--- src/rtl/wb_pkg.sv ---
// Shared definitions for the writeback port arbiter: default widths,
// the hard-wired zero register, and the 1-bit grant / pointer encoding.
package wb_pkg;

  localparam int WB_DATA_W = 32;
  localparam int WB_ADDR_W = 5;

  // Architectural $0: accepted like any other target but never written.
  localparam logic [4:0] REG_ZERO = 5'd0;

  // Grant index. Also used as the round-robin priority pointer:
  // the pointer holds the port that wins the next contended cycle.
  typedef enum logic {
    GNT_P0 = 1'b0,
    GNT_P1 = 1'b1
  } gnt_e;

endpackage

--- src/rtl/rr_arb2.sv ---
// Two-requester round-robin arbiter. Readys are combinational from the
// valids and the priority pointer; the pointer moves to the other port
// after every accepted transfer, so a lone requester is served every
// cycle and contending requesters alternate.
module rr_arb2
  import wb_pkg::*;
(
  input  logic i_clk,
  input  logic i_rst,
  input  logic i_valid0,
  input  logic i_valid1,
  output logic o_ready0,
  output logic o_ready1,
  output gnt_e o_gnt
);

  gnt_e r_ptr;

  // Grant: an uncontested requester always wins; under contention the pointer decides.
  always_comb begin
    o_ready0 = i_valid0 & (~i_valid1 | (r_ptr == GNT_P0));
    o_ready1 = i_valid1 & (~i_valid0 | (r_ptr == GNT_P1));
    o_gnt    = o_ready1 ? GNT_P1 : GNT_P0;
  end

  // Pointer: favour the other port after a transfer, hold when idle.
  always_ff @(posedge i_clk or posedge i_rst) begin
    if (i_rst)         r_ptr <= GNT_P0;
    else if (o_ready0) r_ptr <= GNT_P1;
    else if (o_ready1) r_ptr <= GNT_P0;
  end

endmodule

--- src/rtl/wb_port_arbiter.sv ---
// Register-file write port shared between the ALU path (port 0, rt/rd
// selected by RegDest) and the load / multi-cycle path (port 1).
// One registered write per accepted request, one cycle after acceptance.
// Writes to $0 complete their handshake but never assert wr_en.
// Optional: define WB_CONFLICT_CNT_EN to add the 16-bit saturating
// conflict_cnt output counting cycles where both ports request.
module wb_port_arbiter
  import wb_pkg::*;
#(
  parameter int DATA_W = WB_DATA_W,
  parameter int ADDR_W = WB_ADDR_W
) (
  input  logic              clk,
  input  logic              rst,
  input  logic              valid0,
  output logic              ready0,
  input  logic              reg_dest0,
  input  logic [ADDR_W-1:0] rt0,
  input  logic [ADDR_W-1:0] rd0,
  input  logic [DATA_W-1:0] data0,
  input  logic              valid1,
  output logic              ready1,
  input  logic [ADDR_W-1:0] addr1,
  input  logic [DATA_W-1:0] data1,
  output logic              wr_en,
  output logic [ADDR_W-1:0] wr_addr,
  output logic [DATA_W-1:0] wr_data
`ifdef WB_CONFLICT_CNT_EN
  ,
  output logic [15:0]       conflict_cnt
`endif
);

  gnt_e              w_gnt;
  logic              w_xfer;
  logic [ADDR_W-1:0] w_addr0;
  logic [ADDR_W-1:0] w_eff_addr;
  logic [DATA_W-1:0] w_eff_data;

  logic              r_wr_en;
  logic [ADDR_W-1:0] r_wr_addr;
  logic [DATA_W-1:0] r_wr_data;

  rr_arb2 u_arb (
    .i_clk    (clk),
    .i_rst    (rst),
    .i_valid0 (valid0),
    .i_valid1 (valid1),
    .o_ready0 (ready0),
    .o_ready1 (ready1),
    .o_gnt    (w_gnt)
  );

  // Effective destination and data of the granted port.
  always_comb begin
    w_xfer     = ready0 | ready1;
    w_addr0    = reg_dest0 ? rd0 : rt0;
    w_eff_addr = (w_gnt == GNT_P1) ? addr1 : w_addr0;
    w_eff_data = (w_gnt == GNT_P1) ? data1 : data0;
  end

  // Write-port register: capture on transfer, suppress enable for $0,
  // drop enable on idle cycles while address/data hold.
  always_ff @(posedge clk or posedge rst) begin
    if (rst) begin
      r_wr_en   <= 1'b0;
      r_wr_addr <= '0;
      r_wr_data <= '0;
    end else if (w_xfer) begin
      r_wr_en   <= (w_eff_addr != ADDR_W'(REG_ZERO));
      r_wr_addr <= w_eff_addr;
      r_wr_data <= w_eff_data;
    end else begin
      r_wr_en   <= 1'b0;
    end
  end

  assign wr_en   = r_wr_en;
  assign wr_addr = r_wr_addr;
  assign wr_data = r_wr_data;

`ifdef WB_CONFLICT_CNT_EN
  logic [15:0] r_conflict_cnt;

  // Count contended cycles (one side stalled), saturating at all-ones.
  always_ff @(posedge clk or posedge rst) begin
    if (rst)                                       r_conflict_cnt <= '0;
    else if (valid0 && valid1 && r_conflict_cnt != 16'hFFFF) r_conflict_cnt <= r_conflict_cnt + 16'd1;
  end

  assign conflict_cnt = r_conflict_cnt;
`endif

endmodule

--- config.mk ---
export PLATFORM = sky130hd
export DESIGN_NAME = wb_port_arbiter
export DESIGN_NICKNAME = d
export VERILOG_FILES = /design/src/rtl/wb_pkg.sv /design/src/rtl/rr_arb2.sv /design/src/rtl/wb_port_arbiter.sv
export SDC_FILE = /design/constraint.sdc
export NUM_CORES = 1
export LEC_CHECK = 0
export ABC_AREA = 1
export CORE_ASPECT_RATIO = 1.1
export CORE_MARGIN = 4
export CORE_UTILIZATION = 35
export CTS_BUF_LIST = sky130_fd_sc_hd__clkbuf_2
export DETAILED_ROUTE_END_ITERATION = 10
export PLACE_DENSITY = 0.77
export SYNTH_ARGS = -nofsm -noshare
export SYNTH_HDL_FRONTEND = slang
export SYNTH_HIERARCHICAL = 1
export SYNTH_SLANG_ARGS = --single-unit
--- constraint.sdc ---
create_clock -name clk -period 3.48 [get_ports clk]
set_input_delay 0.522 -clock clk [delete_from_list [all_inputs] [get_ports clk]]
set_output_delay 0.522 -clock clk [all_outputs]
set_load 0.05 [all_outputs]
Word level (Yosys, flattened, before mapping) --
Cells that the tools add are included.
Cells by class: reductions and logical operators 2, muxes and demuxes 7, bitwise logic cells 8
Operators by type and width (count):
- $mux 32 | 1
- $mux 5 | 2
- $reduce_bool 5->1 | 1
- $mux 1 | 4
- $not 1->1 | 3
- $or 1x1->1 | 3
- $and 1x1->1 | 2
- $reduce_bool 2->1 | 1
Storage, ports and cells: logic and storage cells 21, bits in registers 39, output and inout port bits 40, bits of input ports 84

Longest topological paths before layout --
Gate-level depths: netlist (run 1).
word-level depth 7, gate-level depth with buffers 11, depth with buffers taken out 9

By module --
Netlist (run 1), hierarchy kept.
By module, submodules not included:
- wb_port_arbiter | cells each 223, times used 1, sequential area each 950.9 µm², area an instance 1835.5 µm²
- rr_arb2 | cells each 13, times used 1, sequential area each 25.0 µm², area an instance 75.1 µm²

Worst setup path before layout (run 1) --
OpenSTA, ideal clock, no wires.
path kind input-to-reg, start in valid0, end reg r_wr_data[0], in the netlist wr_data[0], arrival time 1.979 ns, slack 1.424 ns, required time 3.403 ns, buffers on the path 1, setup time 0.077 ns, stages 7, cell sequence inv_1 > a21oi_1 > nor2_4 > inv_2 > buf_2 > nor2_1 > a21oi_1
On the way: elaborated cells on any way between the ends 7, those cells by class mux: 2; bitwise: 5
RTL lines:
- start, declared | RTL line wb_port_arbiter.sv:15 | input logic valid0,
- $and 1x1->1 | RTL line rr_arb2.sv:21 | o_ready0 = i_valid0 & (~i_valid1 | (r_ptr == GNT_P0));
- via ready0 | RTL line wb_port_arbiter.sv:16 | output logic ready0,
- $or 1x1->1 | RTL line wb_port_arbiter.sv:56 | w_xfer = ready0 | ready1;
- end signal, assigned | RTL line wb_port_arbiter.sv:72 | r_wr_data <= w_eff_data;
- end, declared | RTL line wb_port_arbiter.sv:42 | logic [DATA_W-1:0] r_wr_data;
The timed path passes the listed nets, and every way through them passes these cells. A chain may end at the register's enable or synchronous reset.

Worst setup path in the final report (run 1) --
start in valid0, end out ready0
On the way: word-level cells in the longest chain between the ends 1
Ends and longest elaborated chain (RTL line):
- $and 1x1->1 | rr_arb2.sv:21
- end, declared | wb_port_arbiter.sv:16
No other way between the ends.

==> flow_summary.json, run 1 <==
{
  "status": "finished, final reports clean",
  "dp_hpwl_um": 4423,
  "setup_viol": 0,
  "cts_hold_buf": 0,
  "layout_commonest_cell": "clkdlybuf4s50_1",
  "worst_pin_slew_ps": 799.9,
  "syn-num-nets": 320,
  "hold_class": "input pin to asynchronous set/reset pin",
  "clock-sinks": 39,
  "pre_cts_ws_ps": 776.3,
  "synth.distinct_cells": 17,
  "fp-row-count": 27,
  "seqPwrFrac": 0.365,
  "grt_max_degree": 43,
  "grtUsageTotal": 0.1770,
  "slowest_delay_ps": 870,
  "cp_max_fo": 2,
  "htree_num_levels": 2,
  "wl_per_cell_um": 13.71,
  "worstPathArrival_ps": 2170,
  "power.leakage_uw": 0.001366,
  "syn_area_um2": 1911,
  "crit_cells": 4,
  "grt_pass1_vias": 2031,
  "synthCells": 236,
  "grt_pass1_wl_um": 9522,
  "avgSynthCellArea_um2": 8.096,
  "setup_slack_ps": 788.3,
  "die_area_um2": 6706,
  "cts-root-buf": "clkbuf_2",
  "reg2reg_depth": 9,
  "peakVddDrop_v": 0.0002367,
  "finalCriticalPeriod_ps": 2692,
  "clk_pin_slew_worst_paths_ps": 170,
  "insertion_delay_ps": 380,
  "switching_share": 0.4446,
  "startpoint_type": "input pin",
  "vias": 1998,
  "reg2reg_from": "u_arb/r_ptr$_DFFE_PP0P_",
  "core_region_area_um2": 5135,
  "worst-path-buf-inv": 3,
  "crit_top_cell": "clkdlybuf4s50_1",
  "drv_slew": 0,
  "cts_buffer_depth": 2,
  "cap_violations": 0,
  "vias_per_cell": 4.679,
  "grt_overflow": 0,
  "relSlewSlack": 0.4661,
  "pwr-share-comb": 0.519,
  "initial_core_util": 0.3721,
  "path_class": "input pin to output port",
  "end_kind": "output port",
  "clkPwrFrac": 0.116,
  "ys_warn_count": 6,
  "critPathRequiredTime_ps": 2960,
  "pin_count": 124,
  "drive_above_1_share": 0.05634,
  "hold_viol": 0,
  "cts_setup_buffers": 0,
  "crit_family": "buffers and inverters",
  "place_congestion": 0.7185,
  "seq_area_frac_synth": 0.5108,
  "fmax_mhz": 371.5,
  "final_cell_mix": "clkdlybuf4s50_1, a21oi_1, nand2_1, dfrtp_1, nor2_1",
  "cts-resized-gates": 0,
  "fin_area_um2": 3191,
  "cpMaxStageDelayCell": "clkdlybuf4s50_1",
  "cts_tree": "yes",
  "cts_buffers": 5,
  "io_buffers": 123,
  "fin_setup_tns_ps": 0,
  "fin_skew_ps": 18.42,
  "p_per_area_nw_per_um2": 502.5,
  "drt_wl_total_um": 5853,
  "synth-seq-cells": 39,
  "antenna_found_initial": 0,
  "remaining_drc_errors": 0,
  "die_h_um": 85.49,
  "internal_power_uw": 890.5,
  "cp_cell_sequence": "clkdlybuf4s50_1 -> inv_1 -> a21oi_1 -> clkdlybuf4s50_1",
  "drtAntennaViolNets": 0,
  "nets": 439,
  "fin_crit_sh": 0.7735,
  "grt_setup_unrepaired": "no",
  "drt-pass1-iter-count": 4,
  "finalPower_uw": 1603,
  "area_growth_pct": 66.99,
  "worstReg2RegEnd": "wr_en$_DFF_PP0_",
  "place_area_um2": 3157,
  "first_iter_violations": 126,
  "r2r_slack_ps": 1680,
  "diodes": 0,
  "p_switching_uw": 712.9,
  "die_w_um": 78.45
}
how the worst max path moves through the flow:
stage | startpoint | endpoint | slack [ps]
2_1_floorplan | valid0 | wr_data[0]$_DFFE_PP0P_ | 1420
3_3_place_gp | valid0 | ready0 | 800
3_5_place_dp | valid0 | ready0 | 780
4_1_cts | valid0 | ready0 | 780
5_1_grt | valid0 | ready0 | 740
6_report | valid0 | ready0 | 790
synth_stat cells, drive strengths merged:
cell type / n / area share
a21oi: 65 / 0.17
buf: 16 / 0.064
dfrtp: 39 / 0.51
or2: 3 / 0.0098
o21ai: 7 / 0.022
nand2: 57 / 0.11
inv: 8 / 0.017
nor2: 35 / 0.073
nand3: 6 / 0.021
area by class of cell:
| type | count | area, um2 |
|---|---|---|
| sequential | 39 | 975.9 |
| clock inverter | 2 | 8.758 |
| inverter | 8 | 32.53 |
| timing repair buffer | 128 | 1279 |
| fill | 495 | 1944 |
| tap | 72 | 90.09 |
| clock buffer | 5 | 25.02 |
| multi-input combinational | 173 | 779.5 |
power by group through the flow:
stage	clock [uW]	sequential (uW)	combinational [uW]
after global placement	0	592	833
final	185	586	832
after detailed placement	0	597	839
after global routing	208	601	883
after CTS	197	587	841
after floorplan	0	909	207
through the flow:
stage | hold slack [ps] | instances | util
6_report | 298.3 | 427 | 0.6213
5_1_grt | 278.0 | 427 | 0.6213
4_1_cts | 267.9 | 427 | 0.6213
3_5_place_dp | 477.1 | 420 | 0.6148
3_3_place_gp | 473.9 | 420 | 0.6148
2_1_floorplan | 250.7 | 236 | -
metal layers:
layer,share of wire,track usage
met3,0.076,0.04937
met1,0.41,0.2111
met4,0.011,0.04293
met5,0,0
met2,0.51,0.3154
cell families after synthesis:
logic type,Yosys count,share of synthesized area
simple gates,101,0.2155
compound gates,72,0.1925
flops,39,0.5108
buf+inv,24,0.08121
state kept, by name (all words and copies together), names as in the netlist:
signal and count:
u_arb/r_ptr 1, wr_data 32, wr_addr 5, wr_en 1
worst register-to-register path: stages, from the launching register on:
cell	delay [ps]
dfrtp_1	430
nand2_1	80
nand2_1	150
buf_4	280
inv_4	220
or2_1	280
nand2_1	90
nand3_1	70
nor2_1	80
nor2_1	40
Note: power is estimated with default switching activity, not from simulation.
==> run 2, diff against run 1 <==
- CORE_UTILIZATION: 35 -> 34
- PLACE_DENSITY: 0.77 -> 0.78
- clock period: 3.48 -> 2.25 ns (I/O delays scaled with it)
==> flow_summary.json, run 2 (synthesized netlist as in run 1, its figures left out) <==
{
  "cts-resized-gates": 0,
  "fmax_mhz": 501.7,
  "vias_per_cell": 4.744,
  "clk_pin_slew_worst_paths_ps": 190,
  "grtUsageTotal": 0.1767,
  "hold_class": "input pin to asynchronous set/reset pin",
  "final_cell_mix": "clkdlybuf4s50_1, a21oi_1, nand2_1, dfrtp_1, nor2_1",
  "insertion_delay_ps": 390,
  "fin_crit_sh": 0.8859,
  "startpoint_type": "input pin",
  "grt_setup_unrepaired": "no",
  "die_h_um": 86.62,
  "path_class": "input pin to output port",
  "grt_overflow": 0,
  "end_kind": "output port",
  "cts-root-buf": "clkbuf_2",
  "core_region_area_um2": 5430,
  "nets": 441,
  "drt_wl_total_um": 5887,
  "fin_setup_tns_ps": 0,
  "place_congestion": 0.7357,
  "worstPathArrival_ps": 1660,
  "first_iter_violations": 108,
  "io_buffers": 123,
  "area_growth_pct": 69.48,
  "drtAntennaViolNets": 0,
  "worst_pin_slew_ps": 636.5,
  "initial_core_util": 0.3518,
  "hold_viol": 0,
  "fp-row-count": 28,
  "cts_buffer_depth": 2,
  "cts_setup_buffers": 0,
  "die_area_um2": 6884,
  "critPathRequiredTime_ps": 1910,
  "grt_max_degree": 33,
  "htree_num_levels": 2,
  "die_w_um": 79.48,
  "drive_above_1_share": 0.06425,
  "vias": 2054,
  "cp_max_fo": 26,
  "relSlewSlack": 0.5752,
  "r2r_slack_ps": 720,
  "setup_viol": 0,
  "status": "finished, final reports clean",
  "fin_skew_ps": 14.77,
  "p_per_area_nw_per_um2": 776.1,
  "drv_slew": 0,
  "finalCriticalPeriod_ps": 1993,
  "pin_count": 124,
  "dp_hpwl_um": 4515,
  "layout_commonest_cell": "clkdlybuf4s50_1",
  "peakVddDrop_v": 0.0004294,
  "nFillCells": 493,
  "final_core_util": 0.5963,
  "wl_per_cell_um": 13.60,
  "diodes": 0,
  "grt_pass1_wl_um": 9701,
  "antenna_found_initial": 0,
  "cts_buffers": 5,
  "cts_tree": "yes",
  "remaining_drc_errors": 0,
  "power.leakage_uw": 0.001383,
  "largest_reg_flops": 32,
  "clock-sinks": 39,
  "cts_hold_buf": 0,
  "cap_violations": 0,
  "grt_pass1_vias": 2072,
  "drt-pass1-iter-count": 5
}
==> run 2: changes by cell type in the layout (fill, tap and decap cells not counted) <==
cell	change
clkinv_2	-1
clkdlybuf4s50_1	-1
clkinvlp_4	+1
clkinv_1	+1
buf_4	+1
buf_12	+2
==> run 2: worst paths after layout <==
| path | startpoint | end | cells after the start |
|---|---|---|---|
| worst max-delay path | valid1 | ready1 | 5 |
| worst min-delay path | rst | u_arb/r_ptr$_DFFE_PP0P_ | 2 |
| max in group asynchronous | rst | wr_data[30]$_DFFE_PP0P_ | 3 |
| worst min register to register | wr_addr[2]$_DFFE_PP0P_ | wr_addr[2]$_DFFE_PP0P_ | 2 |
| min in group clk | data0[17] | wr_data[17]$_DFFE_PP0P_ | 3 |
| worst max register to register | u_arb/r_ptr$_DFFE_PP0P_ | wr_data[22]$_DFFE_PP0P_ | 6 |
==> run 2: per-stage QoR <==
stage                     power [uW]  instance area, um2  hold WS [ps]  worst slack [ps]  cells
final                           2513                3238         89.09             256.6    433
after floorplan                 1725                1911         66.21             353.2    236
after CTS                       2541                3238         66.78             237.9    433
after global routing            2662                3238         84.98             163.3    433
after global placement          2215                3198         476.4             256.4    425
after detailed placement        2238                3198         481.7             247.0    425
==> run 2: critical path, stage by stage <==
cell	delay, ps
clkdlybuf4s50_1	520
nand2_1	70
nand2_1	200
buf_4	340
buf_12	180
==> run 2: layout make-up <==
class	count	area [um2]	share of cell area
timing repair buffer	130	1316	0.4065
multi-input combinational	173	779.5	0.2407
clock inverter	3	15.01	0.004637
sequential	39	975.9	0.3014
inverter	8	32.53	0.01005
tap	75	93.84	0.02898
clock buffer	5	25.02	0.007728
==> run 2: power breakdown <==
part / internal [uW] / leakage (uW) / switching (uW)
sequential: 837 / 0.000450 / 75.0
combinational: 485 / 0.000909 / 814
clock: 69.3 / 0.0000241 / 234
==> run 2: layer usage <==
metal | wire length [um] | up-vias | part of all wire | global-route usage
met3 | 529 | 7 | 0.090 | 0.04678
met5 | 0 | - | 0 | 0
met2 | 2994 | 82 | 0.51 | 0.3037
met1 | 2282 | 952 | 0.39 | 0.2179
met4 | 80 | 0 | 0.014 | 0.04844
li1 | - | 1013 | - | -
==> run 3, diff against run 2 <==
- CORE_MARGIN: 4 -> not set
- clock period: 2.25 -> 1.76 ns (I/O delays scaled with it)
==> flow_summary.json, run 3 (synthesized netlist as in run 1, its figures left out) <==
{
  "status": "finished, final reports clean",
  "place_congestion": 0.7474,
  "grt_setup_unrepaired": "no",
  "cts_buffer_depth": 2,
  "cts_setup_buffers": 0,
  "drtAntennaViolNets": 0,
  "cts-root-buf": "clkbuf_2",
  "cts_tree": "yes",
  "final_cell_mix": "clkdlybuf4s50_1, a21oi_1, nand2_1, dfrtp_1, nor2_1",
  "layout.cells.non_filler": 441,
  "remaining_drc_errors": 0,
  "clk_pin_slew_worst_paths_ps": 180,
  "drt-pass1-iter-count": 4,
  "multi_input_area_um2": 790.8,
  "startpoint_type": "input pin",
  "place_area_um2": 3204,
  "drive_above_1_share": 0.1448,
  "worst_pin_slew_ps": 560.5,
  "vias": 2079,
  "finalPower_uw": 3166,
  "vias_per_cell": 4.714,
  "drt_wl_total_um": 5705,
  "wl_per_cell_um": 12.94,
  "die_area_um2": 5924,
  "peakVddDrop_v": 0.0003948,
  "cts_hold_buf": 0,
  "grt_overflow": 0,
  "fmax_mhz": 607.0,
  "power.leakage_uw": 0.001465,
  "drv_slew": 0,
  "fin_crit_sh": 0.9360,
  "whs_ps": 57.08,
  "critPathRequiredTime_ps": 1500,
  "hold_class": "input pin to asynchronous set/reset pin",
  "relSlewSlack": 0.6258,
  "cp_max_fo": 19,
  "pre_cts_ws_ps": -200.9,
  "core_region_area_um2": 5395,
  "area_growth_pct": 69.68,
  "cts-resized-gates": 22,
  "ff_latch_area_um2": 975.9,
  "initial_core_util": 0.3541,
  "grt_max_degree": 33,
  "pin_count": 124,
  "diodes": 0,
  "finalCriticalPeriod_ps": 1647,
  "cts_buffers": 5,
  "end_kind": "output port",
  "htree_num_levels": 2,
  "die_h_um": 80.62,
  "grtUsageTotal": 0.1968,
  "largest_reg_flops": 32,
  "io_buffers": 123,
  "first_iter_violations": 88,
  "cap_violations": 0,
  "setup_slack_ps": 112.6,
  "fp-row-count": 28,
  "nFillCells": 515,
  "grt_pass1_vias": 2018,
  "worstPathArrival_ps": 1380,
  "die_w_um": 73.48,
  "dp_cells": 433,
  "setup_viol": 0,
  "hold_viol": 0,
  "layout_commonest_cell": "clkdlybuf4s50_1",
  "insertion_delay_ps": 390,
  "path_class": "input pin to output port",
  "grt_pass1_wl_um": 8769,
  "dp_hpwl_um": 4294,
  "clock-sinks": 39,
  "antenna_found_initial": 0,
  "nets": 449,
  "fin_skew_ps": 18.76,
  "fin_area_um2": 3242,
  "p_per_area_nw_per_um2": 976.5
}
==> run 3: cell count changes in the layout (fill, tap and decap cells not counted), sizes merged <==
| cell | delta |
|---|---|
| clkinv | -1 |
| clkdlybuf4s50 | -38 |
| clkbuf | +1 |
| dlygate4sd2 | +20 |
| buf | +26 |
==> run 3: final cells by class <==
class	instances	share of cell area
Clock inverter	2	0.003860
Tap cell	75	0.02895
Inverter	8	0.01003
Multi-Input combinational cell	173	0.2439
Clock buffer	6	0.009263
Sequential cell	39	0.3010
Timing Repair Buffer	138	0.4029
==> run 3: final timing paths <==
check	to	slack (ps)	startpoint	cells past startpoint
worst max-delay path	ready1	110	valid1	5
worst min-delay path	u_arb/r_ptr$_DFFE_PP0P_	60	rst	2
worst max register to register	wr_data[9]$_DFFE_PP0P_	300	u_arb/r_ptr$_DFFE_PP0P_	5
worst min register to register	wr_addr[0]$_DFFE_PP0P_	510	wr_addr[0]$_DFFE_PP0P_	2
max in group asynchronous	wr_data[2]$_DFFE_PP0P_	1260	rst	3
min in group clk	wr_data[11]$_DFFE_PP0P_	390	data0[11]	3
==> run 3: layer usage <==
metal	part of all wire	vias up	wire length (um)	GRT usage
li1	-	1029	-	-
met5	0	-	0	0
met4	0.015	0	84	0.07308
met1	0.39	952	2218	0.2095
met3	0.076	7	431	0.04391
met2	0.52	91	2971	0.3706
==> run 3: per-stage QoR <==
stage                     utilization  setup TNS (ps)
after global placement         0.5939           -2571
after detailed placement       0.5939           -5084
after global routing           0.6009               0
final                          0.6009               0
after CTS                      0.5983               0
after floorplan                     -               0
==> run 3: critical path: stages <==
cell	delay, ps
clkdlybuf4s50_1	550
nand2_1	120
nand2_4	130
buf_12	170
buf_12	140
==> run 3: report_power, final <==
group          total [uW]  leakage, uW  switching (uW)  internal, uW
sequential           1160     0.000450            89.8          1070
combinational        1610     0.000986            1050           557
clock                 400    0.0000290             299           101
